[src/rtl/alu_result_stage.sv]
// Result stage after the add/sub-with-overflow unit. It holds up to two results
// with their {N,Z,V} flags and commits those flags to the status register.
module alu_result_stage #(
  parameter int N = 16
) (
  input  logic         clk,
  input  logic         rst_n,
  input  logic         in_valid,
  output logic         in_ready,
  input  logic [N-1:0] in_s,
  input  logic         in_ovf,
  input  logic         in_ld_status,
  output logic         out_valid,
  input  logic         out_ready,
  output logic [N-1:0] out_c,
  output logic [2:0]   out_flags,
  output logic [2:0]   status,
  output logic [1:0]   occupancy
);

  typedef enum logic [1:0] {
    EMPTY = 2'd0,
    ONE   = 2'd1,
    FULL  = 2'd2
  } state_t;

  state_t         state_q, state_d;
  logic [N-1:0]   head_s_q, head_s_d, tail_s_q, tail_s_d;
  logic [2:0]     head_f_q, head_f_d, tail_f_q, tail_f_d;
  logic           head_ld_q, head_ld_d, tail_ld_q, tail_ld_d;
  logic [2:0]     status_q, status_d;
  logic           in_ready_q, in_ready_d;
  logic           out_valid_q, out_valid_d;

  logic           in_fire, out_fire;
  logic [2:0]     in_flags;

  assign in_fire  = in_valid && in_ready_q;
  assign out_fire = out_valid_q && out_ready;
  assign in_flags = {in_s[N-1], (in_s == '0), in_ovf};

  // The head slot always holds the oldest entry; the tail slot is only used in FULL.
  always_comb begin
    state_d   = state_q;
    head_s_d  = head_s_q;
    head_f_d  = head_f_q;
    head_ld_d = head_ld_q;
    tail_s_d  = tail_s_q;
    tail_f_d  = tail_f_q;
    tail_ld_d = tail_ld_q;
    case (state_q)
      EMPTY: begin
        if (in_fire) begin
          head_s_d  = in_s;
          head_f_d  = in_flags;
          head_ld_d = in_ld_status;
          state_d   = ONE;
        end
      end
      ONE: begin
        if (in_fire && out_fire) begin
          head_s_d  = in_s;
          head_f_d  = in_flags;
          head_ld_d = in_ld_status;
        end else if (in_fire) begin
          tail_s_d  = in_s;
          tail_f_d  = in_flags;
          tail_ld_d = in_ld_status;
          state_d   = FULL;
        end else if (out_fire) begin
          state_d   = EMPTY;
        end
      end
      FULL: begin
        if (out_fire) begin
          head_s_d  = tail_s_q;
          head_f_d  = tail_f_q;
          head_ld_d = tail_ld_q;
          state_d   = ONE;
        end
      end
      default: state_d = EMPTY;
    endcase
  end

  // Ready and valid are registered from the next state so out_ready never reaches in_ready.
  always_comb begin
    status_d    = (out_fire && head_ld_q) ? head_f_q : status_q;
    in_ready_d  = (state_d != FULL);
    out_valid_d = (state_d != EMPTY);
  end

  always_ff @(posedge clk or negedge rst_n) begin
    if (!rst_n) begin
      state_q     <= EMPTY;
      head_s_q    <= '0;
      head_f_q    <= '0;
      head_ld_q   <= 1'b0;
      tail_s_q    <= '0;
      tail_f_q    <= '0;
      tail_ld_q   <= 1'b0;
      status_q    <= '0;
      in_ready_q  <= 1'b0;
      out_valid_q <= 1'b0;
    end else begin
      state_q     <= state_d;
      head_s_q    <= head_s_d;
      head_f_q    <= head_f_d;
      head_ld_q   <= head_ld_d;
      tail_s_q    <= tail_s_d;
      tail_f_q    <= tail_f_d;
      tail_ld_q   <= tail_ld_d;
      status_q    <= status_d;
      in_ready_q  <= in_ready_d;
      out_valid_q <= out_valid_d;
    end
  end

  assign in_ready  = in_ready_q;
  assign out_valid = out_valid_q;
  assign out_c     = head_s_q;
  assign out_flags = head_f_q;
  assign status    = status_q;
  assign occupancy = state_q;

endmodule

[config.mk]
export PLATFORM = sky130hd
export DESIGN_NAME = alu_result_stage
export DESIGN_NICKNAME = d
export VERILOG_FILES = /design/src/rtl/alu_result_stage.sv
export SDC_FILE = /design/constraint.sdc
export NUM_CORES = 1
export LEC_CHECK = 0
export BUFFER_PORTS_ARGS = -buffer_cell sky130_fd_sc_hd__buf_2
export CORE_MARGIN = 3
export CORE_UTILIZATION = 47
export DETAILED_ROUTE_END_ITERATION = 10
export PLACE_DENSITY = 0.8
export SYNTH_ARGS = -nofsm -noshare
export SYNTH_HDL_FRONTEND = slang
export SYNTH_SLANG_ARGS = --single-unit
[constraint.sdc]
create_clock -name clk -period 1.2 [get_ports clk]
set_input_delay 0.12 -clock clk [delete_from_list [all_inputs] [get_ports clk]]
set_output_delay 0.12 -clock clk [all_outputs]
set_load 0.02 [all_outputs]
==> impl_metrics.py, run 1 <==
metrics = {
    "status": {
        "status": "complete, but fails checks",
        "violations": "setup timing",
    },
    "floorplanning": {
        "coreArea_sq_um": 3850,
        "rows": 22,
        "die_h_um": 70.9,
        "die_x_um": 70.9,
        "start_util_pct": 51.4,
        "ioPinCount": 48,
        "die_area_sq_um": 5030,
    },
    "critical_path": {
        "critPathArrivalTime_ns": 1.62,
        "timing.rr.start": "occupancy[0]",
        "end_kind": "register",
        "start_kind": "register",
        "r2r_end": "out_c[0]",
        "r2r_cells": 5,
        "cp.required_ns": 1.39,
        "r2r_slack_ns": -0.23,
        "crit_type": "register to register",
        "critPathMaxFanout": 6,
        "critPathCapture": "out_c[0]",
        "crit_start": "occupancy[0]",
    },
    "routing": {
        "avgRoutedWirePerCell_um": 17.9,
        "vias": 1516,
        "drt-initial-drc-count": 115,
        "ant_nets": 0,
        "via_per_inst": 5.45,
        "drc": 0,
        "first_pass_iters": 4,
        "routed_wl_um": 4960,
    },
    "clocking": {
        "clkSlewWorstSetupHoldPaths_ns": 0.09,
        "cts-root-buf": "clkbuf_8",
        "clock_latency_ns": 0.30,
        "cts_buffers": 5,
        "htree_levels": 2,
        "clockBufferDepth": 2,
        "cts_tree": "built",
        "clock_sinks": 45,
    },
    "power_and_ir_drop": {
        "power.density_nw_per_um2": 2760,
        "p_leak_nw": 1.21,
        "finalPower_mw": 7.68,
        "vdd_drop_max_uv": 1410,
    },
    "cells_and_area": {
        "area_growth_pct": 40.4,
        "drive_gt1_share_pct": 62.6,
        "final_cell_mix": "buf_2 (47), dfrtp_1 (41), mux2_2 (21)",
        "final_common_cell": "buf_2",
        "nNetsFinal": 251,
        "finalNonFillerCells": 278,
        "fillers": 250,
        "diodes": 0,
        "final_util_pct": 72.1,
    },
    "sta": {
        "hold_viol_final": 0,
        "finalSetupViolations": 39,
        "clock_skew_ns": 0.00425,
        "worst_pin_slew_ns": 0.416,
        "worst_slack_ns": -0.232,
        "drv_slew": 0,
        "max_slew_margin_pct": 72.0,
        "fin_setup_tns_ns": -7.81,
        "period_share_pct": 119,
        "rsz0062_at_grt": "yes",
        "max_freq_mhz": 698,
        "fin_crit_ns": 1.43,
    },
    "yosys": {
        "synth-seq-cells": 45,
        "synth_cell_types": 24,
        "ys_warn_count": 0,
        "syn_nets": 180,
        "syn-instance-count": 158,
        "postSynthAreaPerCell_sq_um": 12.5,
        "syn-cell-area_sq_um": 1980,
        "seq_area_frac_synth_pct": 56.9,
    },
    "placed_design": {
        "globalplace.congestion": 0.916,
        "dp.cells": 262,
        "io_buffers": 47,
        "dp_hpwl_um": 2890,
    },
    "global_routing": {
        "grt_pass1_wl_um": 6890,
        "antenna_found_initial": 0,
        "grt_max_degree": 46,
        "grt_pass1_vias": 1458,
        "grt-ovfl-total": 0,
        "grt_usage_pct": 17.5,
    },
    "hold_path": {
        "min_from": "in_ovf",
        "hp-class": "input pin to register",
    },
    "run": {
        "max_cap_violations": 0,
    },
}
logic make-up (layout without fill, tap and decap cells):
group,after synthesis,in the layout,synth area share [%]
flops,45,45,56.9
mux,39,39,21.0
simple gates,36,36,8.02
compound gates,28,28,10.2
buf+inv,10,82,3.85
routing by layer:
layer / vias to the layer above / track usage [%] / part of all wire (%)
met5: - / 0 / 0
met4: 0 / 8.14 / 2.8
met3: 14 / 4.12 / 4.9
met2: 46 / 28.8 / 52
met1: 764 / 21.9 / 40
li1: 692 / - / -
metrics by stage:
| stage | instance area [sq um] | hold slack (ns) | setup slack (ns) |
|---|---|---|---|
| floorplan | 2000 | -0.176 | -0.166 |
| global placement | 2410 | 0.116 | -0.244 |
| detailed placement | 2410 | 0.122 | -0.276 |
| CTS | 2600 | 0.0697 | -0.228 |
| global route | 2780 | 0.0801 | -0.276 |
| finish | 2780 | 0.0791 | -0.232 |
what timing repair did:
item,4_1_cts,5_1_grt
endpoints found under the setup margin,41,43
hold endpoints to repair,45,0
hold buffers,1,0
pin swaps,1,7
setup buffers,3,1
cloned,1,2
gates resized for setup,7,33
flip-flops by register name, summed over array words and instances, names as in the netlist:
name       cells
out_c         15
tail_s_q      15
out_flags      3
status         3
tail_f_q       3
occupancy      2
head_ld_q      1
in_ready       1
out_valid      1
tail_ld_q      1
worst max-delay path, cell delays in order (launching register included):
cell     delay (ns)
dfrtp_2        0.45
buf_4          0.16
nor2b_4        0.19
buf_6          0.18
mux2i_2        0.24
a21oi_1        0.09
where the power goes:
part / switching (mW) / leakage (nW) / internal, mW
Combinational: 1.87 / 0.638 / 1.79
Clock: 0.538 / 0.0574 / 0.677
Sequential: 0.540 / 0.515 / 2.27
Yosys cell counts:
cell type / number / share of area, %
a21boi_2: 1 / 0.57
a21oi_1: 10 / 2.5
a21oi_2: 10 / 4.4
a31oi_1: 1 / 0.32
and3b_1: 1 / 0.44
buf_2: 1 / 0.25
buf_4: 6 / 2.3
buf_6: 2 / 1.1
dfrtp_1: 45 / 57
inv_1: 1 / 0.19
mux2_2: 21 / 12
mux2i_1: 18 / 9.1
nand2_1: 8 / 1.5
nand2b_1: 1 / 0.32
nand3_1: 1 / 0.25
nand4_1: 1 / 0.32
nor2_1: 19 / 3.6
nor2b_1: 1 / 0.32
nor4_1: 4 / 1.3
o211ai_1: 1 / 0.38
o21a_1: 1 / 0.38
o21ai_0: 2 / 0.51
o22ai_1: 1 / 0.32
o32ai_2: 1 / 0.82
how the worst min path moves through the flow:
stage	cells past startpoint	slack (ns)	endpoint
floorplan	0	-0.18	head_ld_q
global placement	2	0.12	out_flags[0]
detailed placement	2	0.12	tail_s_q[13]
CTS	2	0.07	tail_f_q[0]
global route	2	0.08	tail_s_q[4]
finish	2	0.08	tail_f_q[0]
layout make-up:
type	count	area [sq um]	share of cell area, %
clock buffers	6	82.6	2.97
clock inverters	2	37.5	1.35
repair buffers	73	549	19.8
well taps	48	60.1	2.16
inverters	1	3.75	0.135
multi-input cells	103	916	32.9
flip-flops and latches	45	1130	40.7
No activity file was read; power rests on OpenSTA's default activity.
==> inputs of run 2 (changes only) <==
--- a/config.mk
+++ b/config.mk
@@ -10,6 +10,7 @@
 export CORE_UTILIZATION = 47
 export DETAILED_ROUTE_END_ITERATION = 10
 export PLACE_DENSITY = 0.8
+export SKIP_LAST_GASP = 1
 export SYNTH_ARGS = -nofsm -noshare
 export SYNTH_HDL_FRONTEND = slang
 export SYNTH_SLANG_ARGS = --single-unit
==> run 2 against run 1 <==
Clock power barely moved. Core utilization fell by 0.49 points. Sequential share of layout area rose by 0.28 points. The flow still finishes with violations (setup timing). Critical path type unchanged. Worst hold slack got worse by 0.0091 ns.
==> impl_metrics.py, run 2 (synthesized netlist as in run 1, its figures left out) <==
metrics = {
    "routing": {
        "first_pass_iters": 4,
        "routed_wl_um": 4930,
        "ant_nets": 0,
        "via_per_inst": 5.49,
        "drt-initial-drc-count": 60,
        "vias": 1527,
        "drc": 0,
        "avgRoutedWirePerCell_um": 17.7,
    },
    "sta": {
        "whs_ns": 0.0700,
        "drv_slew": 0,
        "finalSetupViolations": 40,
        "max_slew_margin_pct": 71.9,
        "worst_slack_ns": -0.230,
        "clock_skew_ns": 0.00522,
        "max_freq_mhz": 699,
        "period_share_pct": 119,
        "fin_crit_ns": 1.43,
        "hold_viol_final": 0,
        "rsz0062_at_grt": "yes",
        "worst_pin_slew_ns": 0.417,
    },
    "global_routing": {
        "grt_pass1_vias": 1458,
        "grt_usage_pct": 17.5,
        "grt-ovfl-total": 0,
        "grt_max_degree": 46,
        "antenna_found_initial": 0,
        "grt_pass1_wl_um": 6890,
    },
    "power_and_ir_drop": {
        "p_leak_nw": 1.21,
        "p_int_mw": 4.71,
        "vdd_drop_max_uv": 1420,
        "seq_power_share_pct": 36.6,
        "power.density_nw_per_um2": 2760,
        "p_switching_mw": 2.92,
        "p_sw_share_pct": 38.2,
        "comb_power_share_pct": 47.5,
        "clock_power_share_pct": 15.9,
    },
    "placed_design": {
        "post-place-ws_ns": -0.276,
        "dp_hpwl_um": 2890,
        "globalplace.congestion": 0.916,
        "io_buffers": 47,
        "dp.cells": 262,
        "dpl_cell_area_sq_um": 2410,
    },
    "critical_path": {
        "cp.required_ns": 1.39,
        "critPathArrivalTime_ns": 1.62,
        "crit_start": "occupancy[0]",
        "timing.rr.start": "occupancy[0]",
        "start_kind": "register",
        "crit_type": "register to register",
        "end_kind": "register",
        "critPathMaxFanout": 6,
    },
    "clocking": {
        "cts_tree": "built",
        "clockBufferDepth": 2,
        "clkSlewWorstSetupHoldPaths_ns": 0.09,
        "cts-root-buf": "clkbuf_8",
        "cts_buffers": 5,
        "htree_levels": 2,
        "clock_sinks": 45,
        "clock_latency_ns": 0.30,
    },
    "floorplanning": {
        "die_x_um": 70.9,
        "start_util_pct": 51.4,
        "die_area_sq_um": 5030,
        "die_h_um": 70.9,
        "coreArea_sq_um": 3850,
        "rows": 22,
        "ioPinCount": 48,
    },
    "cells_and_area": {
        "seqCellArea_sq_um": 1130,
        "fillers": 253,
        "finalNonFillerCells": 278,
        "diodes": 0,
        "design_area_sq_um": 2760,
        "final_common_cell": "buf_2",
        "final_cell_mix": "buf_2 (47), dfrtp_1 (41), mux2_2 (21)",
        "multi_input_area_sq_um": 897,
        "area_growth_pct": 39.4,
        "drive_gt1_share_pct": 61.3,
        "nNetsFinal": 251,
    },
    "status": {
        "violations": "setup timing",
        "status": "complete, but fails checks",
    },
    "hold_path": {
        "min_from": "in_ovf",
        "hp-class": "input pin to register",
    },
    "run": {
        "max_cap_violations": 0,
    },
}
[run 2: cell counts in the layout (fill, tap and decap cells not counted)]
Identical to the previous run, type by type.
[run 2: final cells by class]
cell class,instances,area share (%)
Sequential cell,45,41.0
Multi-Input combinational cell,103,32.5
Timing Repair Buffer,73,19.9
Clock buffer,6,2.99
Tap cell,48,2.17
Clock inverter,2,1.36
Inverter,1,0.136
[run 2: repair_timing]
item / in CTS / in global routing
gates resized for setup: 7 / 28
endpoints found under the setup margin: 41 / 43
cloned: 1 / 2
hold buffers: 1 / 0
endpoints found under the hold margin: 45 / 0
buffers inserted: 3 / 1
pin swaps: 1 / 7
[run 2: power groups by stage]
stage               Sequential, mW  Combinational (mW)  Clock, mW
finish                        2.79                3.62       1.21
global route                  2.88                3.87       1.28
detailed placement            2.74                3.01          0
global placement              2.70                2.92          0
CTS                           2.71                3.23       1.22
floorplan                     3.16                1.58          0
[run 2: routing by layer]
| metal | up-vias | share of wire (%) | GRT usage [%] |
|---|---|---|---|
| met1 | 767 | 40 | 21.9 |
| li1 | 693 | - | - |
| met5 | - | 0 | 0 |
| met2 | 51 | 52 | 28.8 |
| met4 | 0 | 3.5 | 8.14 |
| met3 | 16 | 4.4 | 4.12 |
[run 2: stage by stage]
step                      total power, mW  setup TNS (ns)  util (%)
after floorplan                      4.73           -5.00         -
after global placement               5.62           -6.63      62.4
after detailed placement             5.75           -7.57      62.4
after CTS                            7.15           -6.89      67.5
after global routing                 8.02           -9.03      71.7
final                                7.63           -7.57      71.7
[run 2: worst max-delay path: stages, from the launching register on]
cell	delay (ns)
dfrtp_2	0.45
buf_4	0.15
nor2b_4	0.19
buf_6	0.18
mux2i_2	0.24
a21oi_1	0.09
[run 2: worst paths after layout]
path	to	slack, ns	cells after the start
max	out_c[0]	-0.23	5
min	tail_f_q[0]	0.07	2
max reg2reg	out_c[0]	-0.23	5
min reg2reg	status[0]	0.50	1
max in group asynchronous	occupancy[0]	0.66	3
min in group asynchronous	head_ld_q	0.32	3
==> inputs of run 3 (changes only) <==
--- a/config.mk
+++ b/config.mk
@@ -6,11 +6,13 @@
 export NUM_CORES = 1
 export LEC_CHECK = 0
 export BUFFER_PORTS_ARGS = -buffer_cell sky130_fd_sc_hd__buf_2
+export CORE_ASPECT_RATIO = 0.75
 export CORE_MARGIN = 3
-export CORE_UTILIZATION = 47
+export CORE_UTILIZATION = 50
 export DETAILED_ROUTE_END_ITERATION = 10
-export PLACE_DENSITY = 0.8
+export PLACE_DENSITY = 0.81
 export SKIP_LAST_GASP = 1
 export SYNTH_ARGS = -nofsm -noshare
 export SYNTH_HDL_FRONTEND = slang
 export SYNTH_SLANG_ARGS = --single-unit
+export TNS_END_PERCENT = 10
==> constraint.sdc (replaced) <==
create_clock -name clk -period 1.6 [get_ports clk]
set_input_delay 0.16 -clock clk [delete_from_list [all_inputs] [get_ports clk]]
set_output_delay 0.16 -clock clk [all_outputs]
set_load 0.02 [all_outputs]
==> run 3 against run 2 <==
The flow now finishes without violations. Total power down 35%. First-iteration DRC count is 120% higher. Worst hold slack better by 0.035 ns. Design area is 12% lower. Clock skew up 0.0010 ns. Fmax shrank 4.2%. Sequential share of layout area is 5.5 points higher. Flip-flop and latch count stayed put. Clock-buffer cell count grew 1. Global-route usage fell by 0.72 points. Via count fell by 13%. Register-to-register slack improved by 0.34 ns.
==> impl_metrics.py, run 3 (synthesized netlist as in run 1, its figures left out) <==
metrics = {
    "floorplanning": {
        "coreArea_sq_um": 3730,
        "die_h_um": 60.5,
        "die_x_um": 78.7,
        "die_area_sq_um": 4760,
        "ioPinCount": 48,
        "start_util_pct": 53.1,
        "rows": 19,
    },
    "global_routing": {
        "grt_max_degree": 46,
        "grt_usage_pct": 16.8,
        "antenna_found_initial": 0,
        "grt-ovfl-total": 0,
        "grt_pass1_vias": 1245,
        "grt_pass1_wl_um": 5950,
    },
    "status": {
        "status": "finished, final reports clean",
    },
    "cells_and_area": {
        "final_util_pct": 64.9,
        "area_growth_pct": 22.4,
        "final_cell_mix": "buf_2 (47), dfrtp_1 (45), mux2_2 (21)",
        "design_area_sq_um": 2420,
        "nNetsFinal": 231,
        "finalNonFillerCells": 262,
        "fillers": 293,
        "diodes": 0,
        "drive_gt1_share_pct": 44.3,
        "final_common_cell": "buf_2",
    },
    "sta": {
        "whs_ns": 0.105,
        "max_slew_margin_pct": 63.2,
        "worst_pin_slew_ns": 0.551,
        "period_share_pct": 93.3,
        "worst_slack_ns": 0.107,
        "max_freq_mhz": 670,
        "fin_setup_tns_ns": 0,
        "rsz0062_at_grt": "no",
        "clock_skew_ns": 0.00622,
        "finalSetupViolations": 0,
        "drv_slew": 0,
        "hold_viol_final": 0,
        "fin_crit_ns": 1.49,
    },
    "clocking": {
        "cts_tree": "built",
        "clockBufferDepth": 2,
        "cts_buffers": 5,
        "clkSlewWorstSetupHoldPaths_ns": 0.08,
        "clock_latency_ns": 0.30,
        "post-cts-setup-buffers": 0,
        "clock_sinks": 45,
        "htree_levels": 2,
        "cts-root-buf": "clkbuf_8",
    },
    "critical_path": {
        "critPathMaxFanout": 20,
        "cp.required_ns": 1.79,
        "crit_type": "register to register",
        "end_kind": "register",
        "crit_chain": "and3b_1, nand2_1, buf_12, mux2_2",
        "start_kind": "register",
        "critPathArrivalTime_ns": 1.68,
        "cp_slowest_stage_delay_ns": 0.49,
        "critPathSlowestCell": "dfrtp_1",
        "r2r_slack_ns": 0.11,
    },
    "routing": {
        "met3_length_um": 186,
        "drt-met1-wl_um": 1780,
        "first_pass_iters": 4,
        "met2_length_um": 1660,
        "top_layer": "met4",
        "avgRoutedWirePerCell_um": 14.1,
        "ant_nets": 0,
        "drc": 0,
        "via_per_inst": 5.09,
        "routed_wl_um": 3700,
        "drt-initial-drc-count": 134,
        "vias": 1333,
    },
    "placed_design": {
        "dp_hpwl_um": 2630,
        "io_buffers": 47,
        "post-place-ws_ns": 0.133,
        "dpl_cell_area_sq_um": 2300,
        "dp.cells": 253,
        "globalplace.congestion": 0.832,
    },
    "power_and_ir_drop": {
        "power.density_nw_per_um2": 2060,
        "vdd_drop_max_uv": 1040,
        "finalPower_mw": 4.99,
        "p_leak_nw": 1.05,
    },
    "run": {
        "max_cap_violations": 0,
    },
    "hold_path": {
        "hp-class": "input pin to register",
    },
}
-- run 3: cell count changes in the layout (fill, tap and decap cells not counted), sizes merged --
| cell | delta |
|---|---|
| buf | -18 |
| clkbuf | -1 |
| clkinvlp | -1 |
-- run 3: power by group --
group	total (mW)	switching, mW	internal [mW]	leakage (nW)
Clock	0.887	0.378	0.509	0.0585
Combinational	2.09	1.15	0.936	0.476
Sequential	2.02	0.326	1.69	0.519
Total	4.99	1.86	3.14	1.05
-- run 3: worst max-delay path, delay by kind of cell, from the launching register on --
family | cells | cell delay, ns
and+or+nand+nor | 2 | 0.36
muxes | 1 | 0.35
DFF | 1 | 0.49
buffers and inverters | 1 | 0.17
-- run 3: final timing paths --
| check | start | to | cells past startpoint |
|---|---|---|---|
| setup / recovery | occupancy[1] | tail_s_q[3] | 4 |
| hold / removal | in_ld_status | tail_ld_q | 2 |
| setup reg to reg | occupancy[1] | tail_s_q[3] | 4 |
| hold reg to reg | status[1] | status[1] | 1 |
| max in group asynchronous | rst_n | out_flags[0] | 3 |
| min in group asynchronous | rst_n | out_c[6] | 3 |
-- run 3: per-layer routing --
metal,vias up,GRT usage (%)
met5,-,0
met3,7,4.75
met4,0,9.73
met2,31,24.8
met1,636,22.7
li1,659,-
-- run 3: layout make-up --
| class | instances | area (sq um) | area share, % |
|---|---|---|---|
| sequential | 45 | 1130 | 46.5 |
| inverter | 1 | 3.75 | 0.155 |
| timing repair buffer | 53 | 320 | 13.2 |
| tap | 52 | 65.1 | 2.68 |
| clock buffer | 7 | 86.3 | 3.56 |
| multi-input combinational | 103 | 792 | 32.7 |
| clock inverter | 1 | 30.0 | 1.24 |
-- run 3: what timing repair did --
| action | CTS | global route |
|---|---|---|
| hold buffers | 1 | 0 |
| resized for setup | 0 | 0 |
| endpoints found under the hold margin | 45 | 0 |
